File: config.mk
export PLATFORM = sky130hd
export DESIGN_NAME = fetch_debug_controller
export DESIGN_NICKNAME = d
export VERILOG_FILES = /design/src/rtl/fetch_debug_controller.sv
export SDC_FILE = /design/constraint.sdc
export NUM_CORES = 1
export LEC_CHECK = 0
export BUFFER_PORTS_ARGS = -buffer_cell sky130_fd_sc_hd__clkbuf_2
export CAP_MARGIN = 20
export CORE_AREA = 10 10 145 147
export DETAILED_ROUTE_END_ITERATION = 8
export DIE_AREA = 0 0 155 157
export SLEW_MARGIN = 20
export SYNTH_ARGS = -nofsm -noshare
export SYNTH_HDL_FRONTEND = slang
export SYNTH_SLANG_ARGS = --single-unit
File: constraint.sdc
create_clock -name i_clk -period 8.4 [get_ports i_clk]
set_input_delay 1.68 -clock i_clk [delete_from_list [all_inputs] [get_ports i_clk]]
set_output_delay 1.68 -clock i_clk [all_outputs]
set_load 0.02 [all_outputs]
File: src/rtl/fetch_debug_controller.sv
// Fetch/debug controller: loads instruction memory from a byte stream and gates pipeline advance.
// Optional watchdog on free-run mode is enabled by defining FDC_WATCHDOG_EN.
module fetch_debug_controller #(
  parameter int NBITS       = 32,
  parameter int IMEM_DEPTH  = 64,
  parameter int WDOG_CYCLES = 1024
) (
  input  logic             i_clk,
  input  logic             i_rst,
  input  logic [7:0]       i_rx_data,
  input  logic             i_rx_valid,
  input  logic             i_halt,
  output logic             o_inst_mem_wr_en,
  output logic [NBITS-1:0] o_inst_mem_addr,
  output logic [NBITS-1:0] o_inst_mem_data,
  output logic             o_step,
  output logic [2:0]       o_state,
  output logic             o_load_err,
  output logic             o_wdog
);

  typedef enum logic [2:0] {
    IDLE = 3'd0,
    LOAD = 3'd1,
    RUN  = 3'd2,
    STEP = 3'd3,
    DONE = 3'd4
  } state_t;

  localparam logic [7:0]       CMD_L     = 8'h4C;
  localparam logic [7:0]       CMD_C     = 8'h43;
  localparam logic [7:0]       CMD_S     = 8'h53;
  localparam logic [31:0]      HALT_WORD = 32'hFFFF_FFFF;
  localparam logic [NBITS-1:0] ADDR_END  = NBITS'(IMEM_DEPTH * 4);

  state_t           state_q, state_d;
  logic [NBITS-1:0] addr_q, addr_d;
  logic [1:0]       idx_q, idx_d;
  logic [31:0]      word_q, word_d;
  logic             wr_en_q, wr_en_d;
  logic [NBITS-1:0] mem_addr_q, mem_addr_d;
  logic [NBITS-1:0] mem_data_q, mem_data_d;
  logic             step_q, step_d;
  logic             load_err_q, load_err_d;
`ifdef FDC_WATCHDOG_EN
  localparam int WDW = $clog2(WDOG_CYCLES + 1);
  logic [WDW-1:0]   wdog_cnt_q, wdog_cnt_d;
  logic             wdog_q, wdog_d;
`endif

  always_comb begin
    state_d    = state_q;
    addr_d     = addr_q;
    idx_d      = idx_q;
    word_d     = word_q;
    wr_en_d    = 1'b0;
    mem_addr_d = mem_addr_q;
    mem_data_d = mem_data_q;
    step_d     = 1'b0;
    load_err_d = load_err_q;
`ifdef FDC_WATCHDOG_EN
    wdog_cnt_d = wdog_cnt_q;
    wdog_d     = wdog_q;
`endif
    case (state_q)
      IDLE, DONE: begin
        if (i_rx_valid) begin
          if (i_rx_data == CMD_L) begin
            state_d    = LOAD;
            addr_d     = '0;
            idx_d      = '0;
            word_d     = '0;
            load_err_d = 1'b0;
`ifdef FDC_WATCHDOG_EN
            wdog_d     = 1'b0;
`endif
          end else if (state_q == IDLE && i_rx_data == CMD_C) begin
            state_d = RUN;
            step_d  = 1'b1;
`ifdef FDC_WATCHDOG_EN
            wdog_cnt_d = '0;
`endif
          end else if (state_q == IDLE && i_rx_data == CMD_S) begin
            state_d = STEP;
          end
        end
      end
      LOAD: begin
        if (i_rx_valid) begin
          idx_d = idx_q + 2'd1;
          word_d[{idx_q, 3'b000} +: 8] = i_rx_data;
          // A full word past the end of memory is dropped and flagged instead of written.
          if (idx_q == 2'd3) begin
            if (addr_q == ADDR_END) begin
              load_err_d = 1'b1;
              state_d    = IDLE;
            end else begin
              wr_en_d    = 1'b1;
              mem_addr_d = addr_q;
              mem_data_d = NBITS'(word_d);
              addr_d     = addr_q + NBITS'(4);
              if (word_d == HALT_WORD) state_d = IDLE;
            end
          end
        end
      end
      RUN: begin
        if (i_halt) begin
          state_d = DONE;
`ifdef FDC_WATCHDOG_EN
        end else if (wdog_cnt_q == WDW'(WDOG_CYCLES - 1)) begin
          state_d = DONE;
          wdog_d  = 1'b1;
        end else begin
          step_d     = 1'b1;
          wdog_cnt_d = wdog_cnt_q + WDW'(1);
`else
        end else begin
          step_d = 1'b1;
`endif
        end
      end
      STEP: begin
        // Halt takes priority over any byte arriving in the same cycle.
        if (i_halt) begin
          state_d = DONE;
        end else if (i_rx_valid) begin
          if (i_rx_data == CMD_S) begin
            step_d = 1'b1;
          end else if (i_rx_data == CMD_C) begin
            state_d = RUN;
            step_d  = 1'b1;
`ifdef FDC_WATCHDOG_EN
            wdog_cnt_d = '0;
`endif
          end
        end
      end
      default: state_d = IDLE;
    endcase
  end

  always_ff @(posedge i_clk or negedge i_rst) begin
    if (!i_rst) begin
      state_q    <= IDLE;
      addr_q     <= '0;
      idx_q      <= '0;
      word_q     <= '0;
      wr_en_q    <= 1'b0;
      mem_addr_q <= '0;
      mem_data_q <= '0;
      step_q     <= 1'b0;
      load_err_q <= 1'b0;
`ifdef FDC_WATCHDOG_EN
      wdog_cnt_q <= '0;
      wdog_q     <= 1'b0;
`endif
    end else begin
      state_q    <= state_d;
      addr_q     <= addr_d;
      idx_q      <= idx_d;
      word_q     <= word_d;
      wr_en_q    <= wr_en_d;
      mem_addr_q <= mem_addr_d;
      mem_data_q <= mem_data_d;
      step_q     <= step_d;
      load_err_q <= load_err_d;
`ifdef FDC_WATCHDOG_EN
      wdog_cnt_q <= wdog_cnt_d;
      wdog_q     <= wdog_d;
`endif
    end
  end

  assign o_inst_mem_wr_en = wr_en_q;
  assign o_inst_mem_addr  = mem_addr_q;
  assign o_inst_mem_data  = mem_data_q;
  assign o_step           = step_q;
  assign o_state          = state_q;
  assign o_load_err       = load_err_q;
`ifdef FDC_WATCHDOG_EN
  assign o_wdog           = wdog_q;
`else
  assign o_wdog           = 1'b0;
`endif

endmodule

==> impl_metrics.env, run 1 <==
export IMPL_critPathCaptureType="flop"
export IMPL_grt_pass1_vias=5009
export IMPL_hold_path_class="flop to flop"
export IMPL_synthDistinctLibCells=61
export IMPL_wirelength_mm=17.0
export IMPL_unrepaired_setup_endpoints_after_global_routing="false"
export IMPL_finalCritPeriodShare_pct=41.7
export IMPL_ys_seq_elements=132
export IMPL_finClkSkew_ns=0.0112
export IMPL_hold_path_cell_count=2
export IMPL_timing_max_slew_rel_slack_pct=41.4
export IMPL_grt_max_degree=83
export IMPL_insertion_delay_ns=0.42
export IMPL_dr_pass1_iters=5
export IMPL_timing_worst_setup_path_type="primary input to flop"
export IMPL_grt_overflow=0
export IMPL_finalHoldViolCount=0
export IMPL_layout_area_overhead_vs_synth_pct=19.1
export IMPL_regToRegSetupSlack_ns=5.02
export IMPL_crit_reg2reg_launch="idx_q[0]$_DFFE_PN0P_"
export IMPL_cts_buffers=17
export IMPL_power_leakage_nw=3.56
export IMPL_yosys_warn_count=0
export IMPL_start_util_pct=34.8
export IMPL_hold_start="word_q[19]$_DFFE_PN0P_"
export IMPL_post_route_cells_drive_above_1_share_pct=17.5
export IMPL_placement_io_buffers=79
export IMPL_shortest_clock_period_the_worst_path_allows_after_layout_ns=3.50
export IMPL_hpwlAfterDp_mm=11.5
export IMPL_coreArea_um2=18300
export IMPL_globalRouteMet2Util_pct=19.9
export IMPL_area_share_of_the_largest_cell_type_after_synthesis_pct=51.7
export IMPL_yosys_area_top_type="sky130_fd_sc_hd__dfrtp_1"
export IMPL_startpoint_kind_of_the_worst_setup_timing_path="primary input"
export IMPL_globalRoute_busiestLayer="met1"
export IMPL_syn_avg_cell_area_um2=9.39
export IMPL_die_w_um=155
export IMPL_avgViaCountPerCell=5.17
export IMPL_syn_inst=680
export IMPL_route_detailed_wl_per_inst_um=17.3
export IMPL_dpl_cell_count=953
export IMPL_crit_required_ns=8.74
export IMPL_total_negative_setup_slack_ns=0
export IMPL_clkSinkCount=132
export IMPL_worstReg2RegEnd="o_state[0]$_DFFE_PN0P_"
export IMPL_crit_fanout=28
export IMPL_die_height_um=157
export IMPL_routabilityCongestion=0.843
export IMPL_yosys_top_cells_area="sky130_fd_sc_hd__dfrtp_1 (52%), sky130_fd_sc_hd__nand2_1 (8.1%), sky130_fd_sc_hd__o21ai_0 (4.1%)"
export IMPL_die_area_um2=24300
export IMPL_maximum_count_of_clock_buffers_along_a_single_path=2
export IMPL_timing_fmax_mhz=285
export IMPL_clkSlewWorstSetupHoldPaths_ns=0.06
export IMPL_drv_slew=0
export IMPL_clk_root_buffer_cell="sky130_fd_sc_hd__clkbuf_16"
export IMPL_hold_end="word_q[19]$_DFFE_PN0P_"
export IMPL_synth_async_sr_flop_share_pct=100
export IMPL_global_route_usage_met1_pct=20.2
export IMPL_yosysSeqAreaShare_pct=51.7
export IMPL_maxCapViolCount=0
export IMPL_ys_flop_type="sky130_fd_sc_hd__dfrtp_1"
export IMPL_final_antenna_net_count=0
export IMPL_post_cts_hold_buffer_count=0
export IMPL_global_route_usage_total_pct=14.0
export IMPL_num_rows=50
export IMPL_synth_edf_count=0
export IMPL_tritoncts_clock_tree="done"
export IMPL_insertedDiodeCount=0
export IMPL_timing_worst_slew_pin_value_ns=0.877
export IMPL_final_instance_count_excl_fill=984
export IMPL_initial_antenna_violation_count=0
export IMPL_gr_util_met3_pct=3.25
export IMPL_cts_max_level=4
export IMPL_vias=5086
export IMPL_setup_violations=0
export IMPL_fin_nets=759
export IMPL_drc_errors=0
export IMPL_cts_resized=0
export IMPL_cts_setup_buffers=0
export IMPL_ios=83
export IMPL_first_iter_violations=416
export IMPL_worst_r2r_path_depth=8
export IMPL_syn_cell_area_um2=6380
export IMPL_power_per_cell_area_nw_per_um2=264
export IMPL_max_vdd_ir_drop_mv=0.146
export IMPL_timing_critical_path_arrival_ns=3.85
export IMPL_power_mw=2.00
export IMPL_result_of_the_run="finished clean"
export IMPL_grt_first_pass_wirelength_mm=27.9
-- worst max-delay path, cell delays in order --
cell                       delay (ns)
sky130_fd_sc_hd__clkbuf_2        0.27
sky130_fd_sc_hd__nor4b_4         0.44
sky130_fd_sc_hd__and3_4          0.26
sky130_fd_sc_hd__o21ai_4         0.21
sky130_fd_sc_hd__or2_4           0.33
sky130_fd_sc_hd__or4_1           0.50
sky130_fd_sc_hd__a21oi_1         0.15
-- registers in the layout, summed over array words and instances (netlist names) --
signal,cells
o_inst_mem_data,32
word_q,32
addr_q,30
o_inst_mem_addr,30
o_state,3
idx_q,2
o_inst_mem_wr_en,1
o_load_err,1
o_step,1
-- cell families after synthesis --
logic type	count (synthesis)	share of synthesized area, %
adder cells (fa/ha/maj)	9	1.76
XOR/XNOR	26	3.57
AND/OR/NAND/NOR	309	24.6
other	1	0.0587
flip-flops	132	51.7
multiplexers	3	0.490
buffers and inverters	59	3.84
AO/OA/AOI/OAI	141	14.0
-- where the power goes --
group,internal [mW],switching (mW),leakage [nW]
Clock,0.551,0.290,0.315
Combinational,0.123,0.263,1.43
Sequential,0.717,0.0593,1.82
-- layer usage --
metal / routed length [um] / up-vias
met1: 8570 / 2460
li1: - / 2481
met5: 0 / -
met2: 7260 / 126
met4: 236 / 0
met3: 925 / 19
-- final cells by class --
class,instances,area (um^2)
Clock inverter,11,199
Tap cell,234,293
Multi-Input combinational cell,491,2860
Inverter,12,45.0
Timing Repair Buffer,84,439
Sequential cell,132,3300
Fill cell,1799,10700
Clock buffer,20,467
-- synthesized netlist by cell type, types with 4 or more instances --
library cell,number
sky130_fd_sc_hd__ha_1,9
sky130_fd_sc_hd__xnor2_1,25
sky130_fd_sc_hd__nand3_1,12
sky130_fd_sc_hd__a21oi_1,29
sky130_fd_sc_hd__a22oi_1,5
sky130_fd_sc_hd__clkbuf_1,31
sky130_fd_sc_hd__buf_2,10
sky130_fd_sc_hd__nor2b_1,29
sky130_fd_sc_hd__dfrtp_1,132
sky130_fd_sc_hd__a22o_1,25
sky130_fd_sc_hd__nor3_1,20
sky130_fd_sc_hd__nor3b_1,5
sky130_fd_sc_hd__nor2_1,39
sky130_fd_sc_hd__a31oi_1,7
sky130_fd_sc_hd__o21ai_0,52
sky130_fd_sc_hd__nor4_1,14
sky130_fd_sc_hd__and2_1,4
sky130_fd_sc_hd__or4_1,4
sky130_fd_sc_hd__inv_1,11
sky130_fd_sc_hd__nand4_1,10
sky130_fd_sc_hd__nand2_1,137
sky130_fd_sc_hd__and3_1,11
-- cell usage in the layout, fill, tap and decap left out, drive strengths merged, types with 4 or more instances in the layout --
cell type / instances
nand2: 137
dfrtp: 132
clkbuf: 98
o21ai: 56
nor2: 39
a21oi: 29
nor2b: 29
a22o: 25
xnor2: 25
nor3: 20
nor4: 17
inv: 13
nand3: 13
and3: 12
nand4: 11
ha: 9
a31oi: 7
buf: 6
nor3b: 5
a22oi: 5
bufinv: 5
and2: 4
or4: 4
-- worst max-delay path by stage --
stage / depth (start not counted) / slack, ns / startpoint / to
2_1_floorplan: 6 / 5.10 / i_rx_data[5] / addr_q[28]$_DFFE_PN0P_
3_3_place_gp: 7 / 4.54 / i_rx_data[4] / addr_q[28]$_DFFE_PN0P_
3_5_place_dp: 7 / 4.51 / i_rx_data[5] / addr_q[28]$_DFFE_PN0P_
4_1_cts: 7 / 4.93 / i_rx_data[5] / addr_q[28]$_DFFE_PN0P_
5_1_grt: 8 / 4.68 / idx_q[0]$_DFFE_PN0P_ / o_state[0]$_DFFE_PN0P_
6_report: 7 / 4.90 / i_rx_data[5] / addr_q[28]$_DFFE_PN0P_
-- per-stage QoR --
| step | hold slack, ns | worst slack, ns | util (%) | area [um^2] |
|---|---|---|---|---|
| 2_1_floorplan | 0.442 | 5.10 | - | 6390 |
| 3_3_place_gp | 0.455 | 4.54 | 37.8 | 6940 |
| 3_5_place_dp | 0.462 | 4.51 | 37.8 | 6940 |
| 4_1_cts | 0.475 | 4.93 | 41.5 | 7600 |
| 5_1_grt | 0.494 | 4.68 | 41.5 | 7600 |
| 6_report | 0.472 | 4.90 | 41.5 | 7600 |
(Power assumes the default switching activity.)
==> run 2, diff against run 1 <==
Clock period 8.4 ns to 3.3 ns, I/O delays scaled along.
==> run 2 against run 1 <==
Critical path depth unchanged. Global-route usage increased by 0.28 points. Clock skew decreased by 0.0024 ns. Largest power group is now registers. Utilization about the same. Combinational power increased to 2.6 times the previous value. Critical path type is now flop to flop.
==> impl_metrics.env, run 2 (synthesized netlist as in run 1, its figures left out) <==
export IMPL_share_clk_of_total_power_pct=37.7
export IMPL_maxCapViolCount=0
export IMPL_global_route_usage_total_pct=14.3
export IMPL_avgViaCountPerCell=5.22
export IMPL_dpl_cell_count=966
export IMPL_routabilityCongestion=0.870
export IMPL_timing_critical_path_arrival_ns=3.27
export IMPL_max_vdd_ir_drop_mv=0.346
export IMPL_shortest_clock_period_the_worst_path_allows_after_layout_ns=2.98
export IMPL_fin_nets=772
export IMPL_cell_internal_pwr_mw=3.28
export IMPL_insertion_delay_ns=0.42
export IMPL_crit_required_ns=3.58
export IMPL_final_instance_count_excl_fill=997
export IMPL_finalHoldViolCount=0
export IMPL_pre_cts_ws_ns=0.394
export IMPL_most_frequent_cells_in_the_layout="sky130_fd_sc_hd__nand2_1 (137), sky130_fd_sc_hd__dfrtp_1 (132), sky130_fd_sc_hd__clkbuf_2 (78)"
export IMPL_hpwlAfterDp_mm=12.2
export IMPL_die_height_um=157
export IMPL_drv_slew=0
export IMPL_tritoncts_clock_tree="done"
export IMPL_switching_share_pct=31.7
export IMPL_timing_worst_setup_path_type="flop to flop"
export IMPL_detailed_place_area_um2=7050
export IMPL_maximum_count_of_clock_buffers_along_a_single_path=2
export IMPL_post_cts_hold_buffer_count=0
export IMPL_startpoint_kind_of_the_worst_setup_timing_path="flop"
export IMPL_timing_worst_slew_pin_value_ns=0.651
export IMPL_share_comb_of_total_power_pct=21.1
export IMPL_clkSinkCount=132
export IMPL_clk_root_buffer_cell="sky130_fd_sc_hd__clkbuf_16"
export IMPL_num_rows=50
export IMPL_route_detailed_wl_per_inst_um=17.3
export IMPL_critPathCaptureType="flop"
export IMPL_final_design_area_no_fill_um2=7610
export IMPL_vias=5206
export IMPL_drc_errors=0
export IMPL_cts_max_level=4
export IMPL_setup_violations=0
export IMPL_clkSlewWorstSetupHoldPaths_ns=0.06
export IMPL_layout_cells_most_common="sky130_fd_sc_hd__nand2_1"
export IMPL_cts_setup_buffers=0
export IMPL_postLayoutSetupSlackWorst_ns=0.316
export IMPL_coreArea_um2=18300
export IMPL_timing_fmax_mhz=335
export IMPL_hold_path_class="primary input to async pin"
export IMPL_final_antenna_net_count=0
export IMPL_finClkSkew_ns=0.00880
export IMPL_insertedDiodeCount=0
export IMPL_power_per_cell_area_nw_per_um2=631
export IMPL_power_leakage_nw=3.58
export IMPL_wirelength_mm=17.2
export IMPL_die_w_um=155
export IMPL_initial_antenna_violation_count=0
export IMPL_start_util_pct=34.8
export IMPL_post_route_cells_drive_above_1_share_pct=18.5
export IMPL_grt_first_pass_wirelength_mm=28.1
export IMPL_grt_overflow=0
export IMPL_grt_max_degree=67
export IMPL_fillers=1849
export IMPL_cts_buffers=17
export IMPL_grt_pass1_vias=4939
export IMPL_total_negative_setup_slack_ns=0
export IMPL_ios=83
export IMPL_worst_hold_slack_ns=0.227
export IMPL_placement_io_buffers=79
export IMPL_cts_resized=0
export IMPL_finalCritPeriodShare_pct=90.4
export IMPL_timing_max_slew_rel_slack_pct=56.0
export IMPL_crit_fanout=13
export IMPL_unrepaired_setup_endpoints_after_global_routing="false"
export IMPL_result_of_the_run="finished clean"
export IMPL_die_area_um2=24300
export IMPL_first_iter_violations=538
export IMPL_layout_area_overhead_vs_synth_pct=19.1
export IMPL_worst_r2r_path_depth=7
export IMPL_total_switching_power_mw=1.52
export IMPL_sequentialPowerShare_pct=41.2
export IMPL_dr_pass1_iters=5
[run 2: cell types whose count changed in the layout (fill, tap and decap cells not counted), sizes merged]
cell | before | now
clkinv | 2 | 6
clkbuf | 98 | 99
bufinv | 5 | 2
inv | 13 | 12
buf | 6 | 19
clkinvlp | 3 | 2
[run 2: worst max-delay path, stage by stage (launching register included)]
cell,delay [ns]
sky130_fd_sc_hd__dfrtp_1,0.57
sky130_fd_sc_hd__inv_1,0.19
sky130_fd_sc_hd__ha_1,0.49
sky130_fd_sc_hd__and4b_1,0.46
sky130_fd_sc_hd__a22oi_1,0.15
sky130_fd_sc_hd__or4_1,0.56
sky130_fd_sc_hd__nor4_1,0.30
sky130_fd_sc_hd__o21ai_0,0.13
[run 2: final timing paths]
path                                                 startpoint  slack [ns]                              end
max in group asynchronous                                 i_rst        2.38  o_inst_mem_data[26]$_DFFE_PN0P_
worst max-delay path                       idx_q[0]$_DFFE_PN0P_        0.32           o_state[0]$_DFFE_PN0P_
worst max register to register             idx_q[0]$_DFFE_PN0P_        0.32           o_state[0]$_DFFE_PN0P_
worst min-delay path                                      i_rst        0.23           addr_q[23]$_DFFE_PN0P_
worst min register to register  o_inst_mem_addr[21]$_DFFE_PN0P_        0.47  o_inst_mem_addr[21]$_DFFE_PN0P_
min in group i_clk              o_inst_mem_addr[21]$_DFFE_PN0P_        0.47  o_inst_mem_addr[21]$_DFFE_PN0P_
[run 2: metrics by stage]
step	utilization [%]	power (mW)
after CTS	41.5	4.85
final	41.5	4.80
after global routing	41.5	5.05
after detailed placement	38.4	3.03
after floorplan	-	2.63
after global placement	38.4	3.02
[run 2: power groups by stage]
stage	sequential (mW)	clock, mW	combinational (mW)
finish	1.98	1.81	1.01
CTS	1.98	1.84	1.03
detailed placement	2.00	0	1.03
global placement	2.00	0	1.03
global route	2.01	1.92	1.12
floorplan	2.12	0	0.510
[run 2: area by class of cell]
| cell class | count | area, um^2 | area share [%] |
|---|---|---|---|
| Sequential cell | 132 | 3300 | 43.4 |
| Multi-Input combinational cell | 491 | 2860 | 37.6 |
| Timing Repair Buffer | 97 | 549 | 7.22 |
| Clock buffer | 21 | 450 | 5.92 |
| Tap cell | 234 | 293 | 3.85 |
| Clock inverter | 10 | 109 | 1.43 |
| Inverter | 12 | 45.0 | 0.592 |
[run 2: layer usage]
metal / GRT usage (%) / wire, um / share of wire, % / vias up
met5: 0 / 0 / 0 / -
met4: 4.14 / 224 / 1.3 / 0
met3: 3.90 / 934 / 5.4 / 18
met2: 20.1 / 7470 / 43 / 146
met1: 20.8 / 8590 / 50 / 2531
li1: - / - / - / 2511
